## src/rtl/seq_11_gen.sv

```systemverilog
// -----------------------------------------------------------------------------
// seq_11_gen: serial pattern transmitter for an "11" Mealy sequence detector.
//
// Accepts a WIDTH-bit word over a valid/ready handshake and shifts it out one
// bit per clock. While shifting, it counts the overlapping "11" pairs that a
// detector with persistent state would see. That count, including a pair that
// spans two back-to-back words, is reported per word on hit_cnt, together with
// a one-cycle done pulse.
//
// Build option: define SEQ_GEN_LSB_FIRST_EN to transmit LSB first (shift right).
// By default the word is transmitted MSB first (shift left).
//
// Ports:
//   clk       in   rising-edge clock
//   rst       in   synchronous active-high reset
//   in_valid  in   in_data is valid
//   in_data   in   word to transmit (WIDTH bits)
//   in_ready  out  a word can be accepted this cycle
//   out       out  serial bit, 0 when not shifting
//   out_valid out  out carries a payload bit
//   busy      out  transmitter is in the SHIFT state
//   done      out  one-cycle pulse in the cycle after the last bit of a word
//   hit_cnt   out  "11" hits of the most recently completed word (CNT_W bits)
// -----------------------------------------------------------------------------
module seq_11_gen #(
    parameter int unsigned WIDTH = 8,
    localparam int unsigned CNT_W = $clog2(WIDTH + 1)
) (
    input  logic             clk,
    input  logic             rst,
    input  logic             in_valid,
    input  logic [WIDTH-1:0] in_data,
    output logic             in_ready,
    output logic             out,
    output logic             out_valid,
    output logic             busy,
    output logic             done,
    output logic [CNT_W-1:0] hit_cnt
);

    typedef enum logic [0:0] {StIdle, StShift} state_t;

    localparam logic [CNT_W-1:0] LastBit = CNT_W'(WIDTH - 1);

    state_t             state_q, state_d;
    logic [WIDTH-1:0]   shreg_q;
    logic [CNT_W-1:0]   cnt_q;
    logic               prev_q;
    logic [CNT_W-1:0]   run_q;
    logic [CNT_W-1:0]   hit_q;
    logic               done_q;

    logic               shifting;
    logic               last_bit;
    logic               accept;
    logic               tx_bit;
    logic               hit_now;
    logic [WIDTH-1:0]   shreg_next;

`ifdef SEQ_GEN_LSB_FIRST_EN
    assign tx_bit     = shreg_q[0];
    assign shreg_next = {1'b0, shreg_q[WIDTH-1:1]};
`else
    assign tx_bit     = shreg_q[WIDTH-1];
    assign shreg_next = {shreg_q[WIDTH-2:0], 1'b0};
`endif

    // State register
    always_ff @(posedge clk) begin
        if (rst) begin
            state_q <= StIdle;
        end else begin
            state_q <= state_d;
        end
    end

    // Next-state logic
    always_comb begin
        state_d = state_q;
        if (accept) begin
            state_d = StShift;
        end else if (last_bit) begin
            state_d = StIdle;
        end
    end

    // Output logic
    always_comb begin
        shifting  = (state_q == StShift);
        last_bit  = shifting && (cnt_q == LastBit);
        out       = shifting ? tx_bit : 1'b0;
        out_valid = shifting;
        busy      = shifting;
        // Ready while idle, and in the last-bit cycle so words can run back-to-back.
        in_ready  = !shifting || last_bit;
        accept    = in_valid && in_ready;
        // prev_q is the previous cycle's out, so it is 0 after any idle cycle.
        hit_now   = out && prev_q;
        done      = done_q;
        hit_cnt   = hit_q;
    end

    // Datapath: shift register, bit counter, hit accounting
    always_ff @(posedge clk) begin
        if (rst) begin
            shreg_q <= '0;
            cnt_q   <= '0;
            prev_q  <= 1'b0;
            run_q   <= '0;
            hit_q   <= '0;
            done_q  <= 1'b0;
        end else begin
            prev_q <= out;
            done_q <= last_bit;
            // The last bit's own hit still belongs to the finishing word.
            if (last_bit) begin
                hit_q <= run_q + CNT_W'(hit_now);
            end
            if (accept) begin
                shreg_q <= in_data;
                cnt_q   <= '0;
                run_q   <= '0;
            end else if (last_bit) begin
                shreg_q <= '0;
                cnt_q   <= '0;
                run_q   <= '0;
            end else if (shifting) begin
                shreg_q <= shreg_next;
                cnt_q   <= cnt_q + CNT_W'(1);
                run_q   <= run_q + CNT_W'(hit_now);
            end
        end
    end

endmodule

```

## config.mk

```make
export PLATFORM = sky130hd
export DESIGN_NAME = seq_11_gen
export DESIGN_NICKNAME = d
export VERILOG_FILES = /design/src/rtl/seq_11_gen.sv
export SDC_FILE = /design/constraint.sdc
export NUM_CORES = 1
export LEC_CHECK = 0
export ABC_CLOCK_PERIOD_IN_PS = 3300
export CORE_MARGIN = 3
export CORE_UTILIZATION = 56
export CTS_BUF_LIST = sky130_fd_sc_hd__clkbuf_2
export DETAILED_ROUTE_END_ITERATION = 12
export PLACE_DENSITY = 0.95
export SYNTH_ARGS = -nofsm -noshare
export SYNTH_HDL_FRONTEND = slang
export SYNTH_SLANG_ARGS = --single-unit
```

## constraint.sdc

```tcl
create_clock -name clk -period 3.3 [get_ports clk]
set_input_delay 0.495 -clock clk [delete_from_list [all_inputs] [get_ports clk]]
set_output_delay 0.495 -clock clk [all_outputs]
set_load 0.01 [all_outputs]
```

# --- Word-level counts from Yosys, hierarchy flattened ---
# Cells that the tools add are included.
word_totals:
  in_bits: 11
  out_inout_bits: 9
  word_cells: 24
  reg_bits: 23
classes:
  n_reduce_logical: 8
  muxes: 6
  addsub: 2
  n_eq_ne: 1
ops:
  columns: ["cell", "n"]
  rows:
  - ["$mux W8", 3]
  - ["$add A4 B1 Y4", 1]
  - ["$add A4 B1 Y4 const B", 1]
  - ["$eq A4 B3 Y1 const B", 1]
  - ["$logic_and A1 B1 Y1", 3]
  - ["$mux W1", 3]
  - ["$reduce_bool A3 Y1", 1]
  - ["$reduce_or A3 Y1", 1]
  - ["$reduce_bool A2 Y1", 1]
  - ["$logic_not A1 Y1", 1]
  - ["$logic_or A1 B1 Y1", 1]

# --- Logic depth before layout (Yosys ltp) ---
# Gate-level depths: netlist of the first run.
logic_depth:
  depth_word: 5
  depth_mapped: 8
  ltp_nobuf: 6

# --- Least setup slack after synthesis of the first run ---
# OpenSTA, ideal clock, no wires.
synth_path:
  path_type: "register -> register"
  startpoint: "reg state_q, in the netlist busy"
  endpoint: "reg hit_q[1], in the netlist hit_cnt[1]"
  t_required_ns: 3.172
  path_stages_with_launch: 8
  slack_ns: 1.442
  n_path_buf: 2
  setup_ns: 0.128
  synth_period_minus_slack_ns: 1.858
  arrival_time_ns: 1.730
  path_cell_list: "dfxtp_1 > buf_2 > buf_1 > and3_1 > ha_1 > ha_1 > mux2i_1 > nor2_1"
synth_via:
  elab_chain_len: 3
  word_cells_on_any_way: 4
  classes_between: "add/sub: 1; mux: 1; reduce/logical: 2"
synth_lines:
  columns: ["element", "line", "source"]
  rows:
  - ["start, declared", "45", "state_t state_q, state_d;"]
  - ["start signal, assigned", "71", "state_q <= StIdle;"]
  - ["start signal, assigned", "73", "state_q <= state_d;"]
  - ["$mux W1", "91", "out = shifting ? tx_bit : 1'b0;"]
  - ["$logic_and A1 B1 Y1", "98", "hit_now = out && prev_q;"]
  - ["$add A4 B1 Y4", "117", "hit_q <= run_q + CNT_W'(hit_now);"]
  - ["end signal, assigned", "117", null]
  - ["end, declared", "50", "logic [CNT_W-1:0] hit_q;"]
# Several ways; a longest one is shown, not always the timed one.
# A chain may end at the register's enable or synchronous reset.

# --- Worst setup path in the final report of the first run ---
layout_path:
  startpoint: "reg cnt_q[0]"
  endpoint: "out in_ready"
layout_via:
  elab_chain_len: 3
layout_lines:
  columns: ["element", "line", "source"]
  rows:
  - ["start, declared", "47", "logic [CNT_W-1:0] cnt_q;"]
  - ["start signal, assigned", "129", "cnt_q <= cnt_q + CNT_W'(1);"]
  - ["$eq A4 B3 Y1", "90", "last_bit = shifting && (cnt_q == LastBit);"]
  - ["$logic_and A1 B1 Y1", "90", null]
  - ["$logic_or A1 B1 Y1", "95", "in_ready = !shifting || last_bit;"]
  - ["end, declared", "33", "output logic in_ready,"]
# No other way between the ends.

==> metrics.cfg, run 1 <==
[place]
gp_congestion = 0.766
place_area_mm2 = 0.00120
dp_slack_ns = 1.24
io_buffers = 19
placed_cells = 147
dpl.hpwl_um = 1320

[floorplan]
io-pin-count = 20
die_w_um = 48.7
initial_core_util_pct = 63.4
die_h_um = 48.7
die-area_mm2 = 0.00237
rows = 14
core_area_mm2 = 0.00161

[synthesis]
syn_inst = 111
synth-compound-area-share_pct = 12.7
synth_area_leaders = dfxtp_1, a22o_1, mux2i_1
synth_top_family_by_area = simple AND/OR/NAND/NOR gates
syn_area_mm2 = 0.00102
yosys.area_share.simple_pct = 19.0
synthesis.nets = 125
synthMuxAreaShare_pct = 5.88
synth.distinct_cells = 29
synth_xor_area_share_pct = 6.00
synth_area_leader_cell = dfxtp_1
synthAdderAreaFrac_pct = 3.68
ys_seq_area_share_pct = 45.1
yosysWarnings = 0
yosysTopAreaCellShare_pct = 45.1
synth.avg_cell_area_um2 = 9.20
ys_ff_latch = 23

[clock_network]
insertion_delay_ns = 0.32
cts_setup_buffers = 0
cts_tree = built
cts_hold_buffers = 0
cts.reportedPaths.clkPinSlew_ns = 0.21
htreeDepth = 1
numCtsBuffers = 3
clockBufferDepth = 2
cts-resized-gates = 0
cts_sinks = 23
cts_root_buffer = clkbuf_2

[power]
powerDensity_mw_per_mm2 = 391
p_int_w = 0.000354
power_leakage_nw = 0.479
combPwrFrac_pct = 14.6
p_clk_share_pct = 23.0
netSwitchingPower_w = 0.000122
ir_drop_v = 0.000277
seqPwrFrac_pct = 62.3
switching_share_pct = 25.6

[outcome]
status = finished, final reports clean

[cells_and_area]
layout-drive-gt1-share_pct = 5.51
fin_nets = 142
area_growth_pct = 19.2
fin_cells = 151
stdcell_area_mm2 = 0.00122
diodes = 0
final_common_cell = dfxtp_1
mostFrequentLayoutCells = dfxtp_1, clkdlybuf4s50_1, nor2_1, a21oi_1

[sta]
maxSlewViolCount = 0
holdWs_ns = 0.518
relSlewSlack_pct = 65.5
fmax_mhz = 448
setup_ws_ns = 1.07
finalSetupViolCount = 0
fin_crit_ns = 2.23
worst_pin_slew_ns = 0.517
skew_ns = 0.00558
hold_viol = 0
setup-tns-final_ns = 0
fin_crit_sh_pct = 67.6
rsz0062_at_grt = false

[global_routing]
grt.overflow.total = 0
grt_max_degree = 32
grt_pass1_vias = 753
antenna_found_initial = 0
track_usage_pct = 16.5
grt_first_pass_wirelength_um = 3130

[routing]
routed_wl_um = 1840
via_per_inst = 5.27
vias = 796
ant_nets = 0
firstDrtPassIters = 4
drt_iter0_markers = 5
drc_errors = 0
post_drt_wl_per_cell_um = 12.2

[hold_path]
whs_endpoint = hit_cnt[3]
hold_path_depth = 2
hold_start = hit_cnt[3]
hold_class = register to register

[setup_path]
r2r-end = hit_cnt[2]
rrSetupSlack_ns = 1.58
crit-reg2reg-launch = busy
r2r_cells = 6
critical_path_required_ns = 2.80
worstSetupStartpointType = register
end_kind = output port
crit_fanout = 4
cp.arrival_ns = 1.74
crit_type = register to output port

[flow_run]
drv_cap = 0

per-layer routing:
layer  part of all wire [%]  GRT usage [%]  up-vias
li1                       -              -      408
met1                     48           20.1      368
met2                     48           27.8       18
met3                    2.8           3.07        2
met4                   0.60           8.06        0
met5                      0              0        -
cell type report:
cell class / count / area [um2]
Multi-Input combinational cell: 73 / 483
Fill cell: 138 / 394
Inverter: 7 / 26.3
Clock buffer: 3 / 15.0
Sequential cell: 23 / 460
Tap cell: 24 / 30.0
Clock inverter: 1 / 5.00
Timing Repair Buffer: 20 / 198
synth_stat cells:
cell type,number
nor2_2,1
buf_6,2
nor3_2,1
nor3_1,7
nor2_1,13
ha_1,3
or3_1,1
and2_1,1
a22o_1,7
clkbuf_1,2
buf_2,2
nand2_1,4
a21oi_1,9
o22a_1,1
nand2b_1,1
nor2b_1,3
xor2_1,5
buf_4,1
and3_1,1
buf_1,1
dfxtp_1,23
nand4_1,2
inv_1,7
nand3b_1,1
nand3_1,1
mux2i_1,6
xnor2_1,2
a211oi_1,2
and4b_1,1
cell families after synthesis:
| group | after synthesis |
|---|---|
| compound gates | 19 |
| flops | 23 |
| buf+inv | 15 |
| mux | 6 |
| fa+ha+maj | 3 |
| simple gates | 38 |
| xor+xnor | 7 |
state kept, by name, summed over array words and instances, names as in the netlist:
signal and flops:
prev_q 1, busy 1, cnt_q 4, shreg_q 8, hit_cnt 4, done 1, run_q 4
metrics by stage:
| stage | power, W | util [%] |
|---|---|---|
| 4_1_cts | 0.000480 | 75.5 |
| 3_3_place_gp | 0.000368 | 74.3 |
| 6_report | 0.000476 | 75.5 |
| 2_1_floorplan | 0.000348 | - |
| 5_1_grt | 0.000504 | 75.5 |
| 3_5_place_dp | 0.000371 | 74.3 |
worst max path at each step:
| stage | startpoint | end | cells past startpoint |
|---|---|---|---|
| final | cnt_q[0] | in_ready | 4 |
| after detailed placement | in_valid | cnt_q[3] | 4 |
| after global placement | in_valid | cnt_q[3] | 4 |
| after CTS | cnt_q[0] | in_ready | 4 |
| after floorplan | busy | hit_cnt[1] | 7 |
| after global routing | cnt_q[0] | in_ready | 4 |
worst max-delay path, cell delays in order, from the launching register on:
cell	delay [ns]
dfxtp_1	0.43
ha_1	0.20
nand3b_1	0.15
nand2_1	0.10
clkdlybuf4s50_1	0.53
power by group through the flow:
stage	combinational, W	clock (W)	sequential [W]
final	0.0000696	0.000110	0.000297
after global routing	0.0000765	0.000130	0.000298
after CTS	0.0000695	0.000114	0.000297
after detailed placement	0.0000686	0	0.000302
after global placement	0.0000662	0	0.000302
after floorplan	0.0000458	0	0.000302
Power figures use the tool's default switching activity.
==> run 2, diff against run 1 <==
==> config.mk (replaced) <==
export PLATFORM = sky130hd
export DESIGN_NAME = seq_11_gen
export DESIGN_NICKNAME = d
export VERILOG_FILES = /design/src/rtl/seq_11_gen.sv
export SDC_FILE = /design/constraint.sdc
export NUM_CORES = 1
export LEC_CHECK = 0
export ABC_CLOCK_PERIOD_IN_PS = 1950
export CORE_MARGIN = 3
export CORE_UTILIZATION = 47
export CTS_BUF_LIST = sky130_fd_sc_hd__clkbuf_2
export DETAILED_ROUTE_END_ITERATION = 12
export PLACE_DENSITY = 0.87
export SYNTH_ARGS = -nofsm -noshare
export SYNTH_HDL_FRONTEND = slang
export SYNTH_SLANG_ARGS = --single-unit
==> constraint.sdc (replaced) <==
create_clock -name clk -period 1.95 [get_ports clk]
set_input_delay 0.2925 -clock clk [delete_from_list [all_inputs] [get_ports clk]]
set_output_delay 0.2925 -clock clk [all_outputs]
set_load 0.01 [all_outputs]
==> run 2 against run 1 <==
  * Cell area up 5.1%
  * Clock-buffer cell count unchanged
  * Routed wire length up 3.5%
  * Largest cell class unchanged
  * Highest routed layer unchanged
==> metrics.cfg, run 2 (synthesis results as in run 1) <==
[hold_path]
hold_path_depth = 2
whs_endpoint = hit_cnt[2]
hold_start = hit_cnt[2]
hold_class = register to register

[floorplan]
rows = 16
initial_core_util_pct = 51.0
io-pin-count = 20
core_area_mm2 = 0.00200
die_w_um = 52.6
die-area_mm2 = 0.00277
die_h_um = 52.6

[routing]
ant_nets = 0
firstDrtPassIters = 4
drt_iter0_markers = 9
routed_wl_um = 1910
post_drt_wl_per_cell_um = 11.8
drc_errors = 0
via_per_inst = 5.04
vias = 812

[clock_network]
cts_hold_buffers = 0
clockBufferDepth = 2
cts_sinks = 23
cts_root_buffer = clkbuf_2
cts.reportedPaths.clkPinSlew_ns = 0.21
numCtsBuffers = 3
htreeDepth = 1
insertion_delay_ns = 0.33
cts_tree = built

[sta]
fmax_mhz = 546
setup-tns-final_ns = 0
hold_viol = 0
skew_ns = 0.0140
maxSlewViolCount = 0
relSlewSlack_pct = 62.6
fin_crit_ns = 1.83
rsz0062_at_grt = false
finalSetupViolCount = 0
fin_crit_sh_pct = 93.9
holdWs_ns = 0.509
worst_pin_slew_ns = 0.561

[setup_path]
path_cells = buf_4 -> clkdlybuf4s50_1
crit-reg2reg-launch = cnt_q[0]
crit_fanout = 12
r2r_cells = 5
r2r-end = shreg_q[6]
worstSetupStartpointType = register
cp.arrival_ns = 1.54
slowest_delay_ns = 0.56
critPathSlowestCell = clkdlybuf4s50_1
end_kind = output port
critical_path_required_ns = 1.66
rrSetupSlack_ns = 0.39
crit_type = register to output port

[outcome]
status = finished, final reports clean

[cells_and_area]
diodes = 0
final_common_cell = dfxtp_1
mostFrequentLayoutCells = dfxtp_1, clkdlybuf4s50_1, nor2_1, a21oi_1, buf_4
top_register = shreg_q
layout-drive-gt1-share_pct = 12.7
area_growth_pct = 25.4
fin_nets = 149
largest_reg_flops = 8

[global_routing]
grt.overflow.total = 0
track_usage_pct = 16.3
antenna_found_initial = 0
grt_max_degree = 15
grt_first_pass_wirelength_um = 3320
grt_pass1_vias = 842

[place]
dpl.hpwl_um = 1460
io_buffers = 19
gp_congestion = 0.779

[power]
power_leakage_nw = 0.521
powerDensity_mw_per_mm2 = 634
ir_drop_v = 0.000360
p_total_w = 0.000812

[flow_run]
drv_cap = 0

## run 2: where the power goes
| group | switching (W) | total (W) | internal (W) |
|---|---|---|---|
| clock network | 0.000137 | 0.000184 | 0.0000465 |
| registers | 0.0000128 | 0.000505 | 0.000492 |
| logic | 0.0000558 | 0.000123 | 0.0000674 |
## run 2: timing repair
item	in CTS	in global routing
cloned	0	0
gates resized for setup	3	1
endpoints found under the setup margin	3	1
buffers inserted	2	1
endpoints found under the hold margin	0	0
## run 2: final cells by class
type / instances / area, um2
fillers: 183 / 722
multi-input cells: 73 / 483
flip-flops and latches: 23 / 464
repair buffers: 27 / 253
well taps: 27 / 33.8
inverters: 7 / 26.3
clock buffers: 3 / 15.0
clock inverters: 1 / 5.00
## run 2: how the worst max path moves through the flow
stage	depth (start not counted)	endpoint	startpoint	slack, ns
floorplan	7	hit_cnt[1]	busy	0.09
global placement	4	shreg_q[5]	rst	0.29
detailed placement	4	shreg_q[6]	rst	0.17
CTS	4	in_ready	cnt_q[1]	0.04
global route	2	busy	busy	0.03
finish	2	busy	busy	0.12
## run 2: stage by stage
stage / std cells / cell area (um2) / utilization (%) / setup slack, ns
floorplan: 111 / 1020 / - / 0.0916
global placement: 154 / 1230 / 61.5 / 0.290
detailed placement: 154 / 1230 / 61.5 / 0.170
CTS: 160 / 1270 / 63.4 / 0.0388
global route: 161 / 1280 / 63.9 / 0.0301
finish: 161 / 1280 / 63.9 / 0.118
## run 2: metal layers
metal,global-route usage (%),vias up,wire length [um]
li1,-,422,-
met1,18.9,373,900
met2,27.3,13,912
met3,3.42,4,45
met4,9.79,0,46
met5,0,-,0
## run 2: critical path: cells and delay by family, from the launching register on
family / cells / cell delay (ns)
buffers and inverters: 2 / 0.77
DFF: 1 / 0.45
==> run 3, diff against run 2 <==
--- a/config.mk
+++ b/config.mk
@@ -6,7 +6,7 @@
 export NUM_CORES = 1
 export LEC_CHECK = 0
 export ABC_CLOCK_PERIOD_IN_PS = 1950
-export CORE_MARGIN = 3
+export CORE_MARGIN = 5
 export CORE_UTILIZATION = 47
 export CTS_BUF_LIST = sky130_fd_sc_hd__clkbuf_2
 export DETAILED_ROUTE_END_ITERATION = 12
==> run 3 against run 2 <==
  * Register-to-register slack lost 0.06 ns
  * Utilization decreased by 1.1 points
  * Non-clock buffer count down 1
  * Largest cell class unchanged
  * Highest routed layer unchanged
  * Clock skew fell by 0.0072 ns
  * Critical path depth did not move
  * Die area is 16% higher
  * Global-route usage down 3.1 points
  * Cell area decreased by 0.68%
==> metrics.cfg, run 3 (synthesis results as in run 1) <==
[cells_and_area]
top_register = shreg_q
fin_cells = 160
seq_area_um2 = 467
area_growth_pct = 24.5
final_common_cell = dfxtp_1
diodes = 0
stdcell_area_mm2 = 0.00127
multi_input_area_um2 = 483
largest_reg_flops = 8
layout-drive-gt1-share_pct = 12.0
nFillCells = 183
fin_nets = 148
mostFrequentLayoutCells = dfxtp_1, clkdlybuf4s50_1, nor2_1, a21oi_1

[place]
io_buffers = 19
place_area_mm2 = 0.00124
dp_slack_ns = 0.214
dpl.hpwl_um = 1560
gp_congestion = 0.798
placed_cells = 155

[clock_network]
htreeDepth = 1
cts_hold_buffers = 0
numCtsBuffers = 3
cts.reportedPaths.clkPinSlew_ns = 0.21
insertion_delay_ns = 0.33
cts_sinks = 23
clockBufferDepth = 2
cts_tree = built
cts_root_buffer = clkbuf_2

[setup_path]
end_kind = output port
critical_path_required_ns = 1.66
cp.arrival_ns = 1.52
worstSetupStartpointType = register
crit-reg2reg-launch = cnt_q[0]
crit_fanout = 12
crit_type = register to output port
r2r_cells = 5
rrSetupSlack_ns = 0.33
r2r-end = shreg_q[5]

[routing]
via_per_inst = 5.22
routed_wl_um = 1960
drc_errors = 0
ant_nets = 0
post_drt_wl_per_cell_um = 12.3
drt_iter0_markers = 3
firstDrtPassIters = 4
vias = 835

[floorplan]
rows = 16
io-pin-count = 20
die_w_um = 56.6
die_h_um = 56.6
die-area_mm2 = 0.00320
core_area_mm2 = 0.00202
initial_core_util_pct = 50.5

[global_routing]
grt.overflow.total = 0
track_usage_pct = 13.2
antenna_found_initial = 0
grt_pass1_vias = 824
grt_first_pass_wirelength_um = 3380
grt_max_degree = 14

[sta]
fmax_mhz = 551
holdWs_ns = 0.514
worst_pin_slew_ns = 0.550
skew_ns = 0.00678
fin_crit_sh_pct = 93.1
finalSetupViolCount = 0
maxSlewViolCount = 0
fin_crit_ns = 1.82
setup-tns-final_ns = 0
relSlewSlack_pct = 63.3
rsz0062_at_grt = false
hold_viol = 0
setup_ws_ns = 0.134

[power]
powerDensity_mw_per_mm2 = 640
ir_drop_v = 0.000362
power_leakage_nw = 0.510

[hold_path]
hold_start = hit_cnt[3]
hold_class = register to register
hold_path_depth = 2
whs_endpoint = hit_cnt[3]

[flow_run]
drv_cap = 0

[outcome]
status = finished, final reports clean

==> run 3: changes by cell type in the layout (fill, tap and decap cells not counted) <==
cell / delta
dlymetal6s2s_1: -1
buf_4: -1
dlygate4sd2_1: +1
dfxtp_4: +1
dfxtp_2: -1
==> run 3: final cells by class <==
| type | count | share of cell area (%) |
|---|---|---|
| Inverter | 7 | 2.07 |
| Multi-Input combinational cell | 73 | 38.0 |
| Clock inverter | 1 | 0.394 |
| Tap cell | 27 | 2.66 |
| Sequential cell | 23 | 36.7 |
| Clock buffer | 3 | 1.18 |
| Timing Repair Buffer | 26 | 19.0 |
==> run 3: timing repair <==
action | CTS | global route
endpoints found under the setup margin | 3 | 1
buffers inserted | 1 | 0
resized for setup | 4 | 1
==> run 3: metal layers <==
layer	vias to the layer above	track usage [%]	wire, um
li1	424	-	-
met1	389	14.9	848
met2	18	23.3	1010
met3	4	1.61	66
met4	0	8.14	41
met5	-	0	0
==> run 3: critical path: stages (launching register included) <==
cell	delay, ns
dfxtp_4	0.44
buf_4	0.20
clkdlybuf4s50_1	0.55
==> run 3: how the worst max path moves through the flow <==
stage                     startpoint    endpoint  slack, ns  cells past startpoint
after floorplan                 busy  hit_cnt[1]       0.09                      7
after global placement           rst  shreg_q[5]       0.29                      4
after detailed placement         rst  shreg_q[5]       0.21                      4
after CTS                       busy   out_valid       0.06                      2
after global routing            busy        busy       0.05                      2
final                           busy   out_valid       0.13                      2
==> run 3: report_power, final <==
part           leakage, nW  switching [W]  total, W  internal, W
logic                0.305      0.0000546  0.000121    0.0000664
clock network       0.0164       0.000140  0.000187    0.0000465
registers            0.189      0.0000147  0.000506     0.000491
==> run 3: through the flow <==
stage | utilization (%) | total power (W)
2_1_floorplan | - | 0.000588
3_5_place_dp | 61.3 | 0.000638
3_3_place_gp | 61.3 | 0.000631
6_report | 62.9 | 0.000814
5_1_grt | 62.9 | 0.000851
4_1_cts | 62.7 | 0.000827
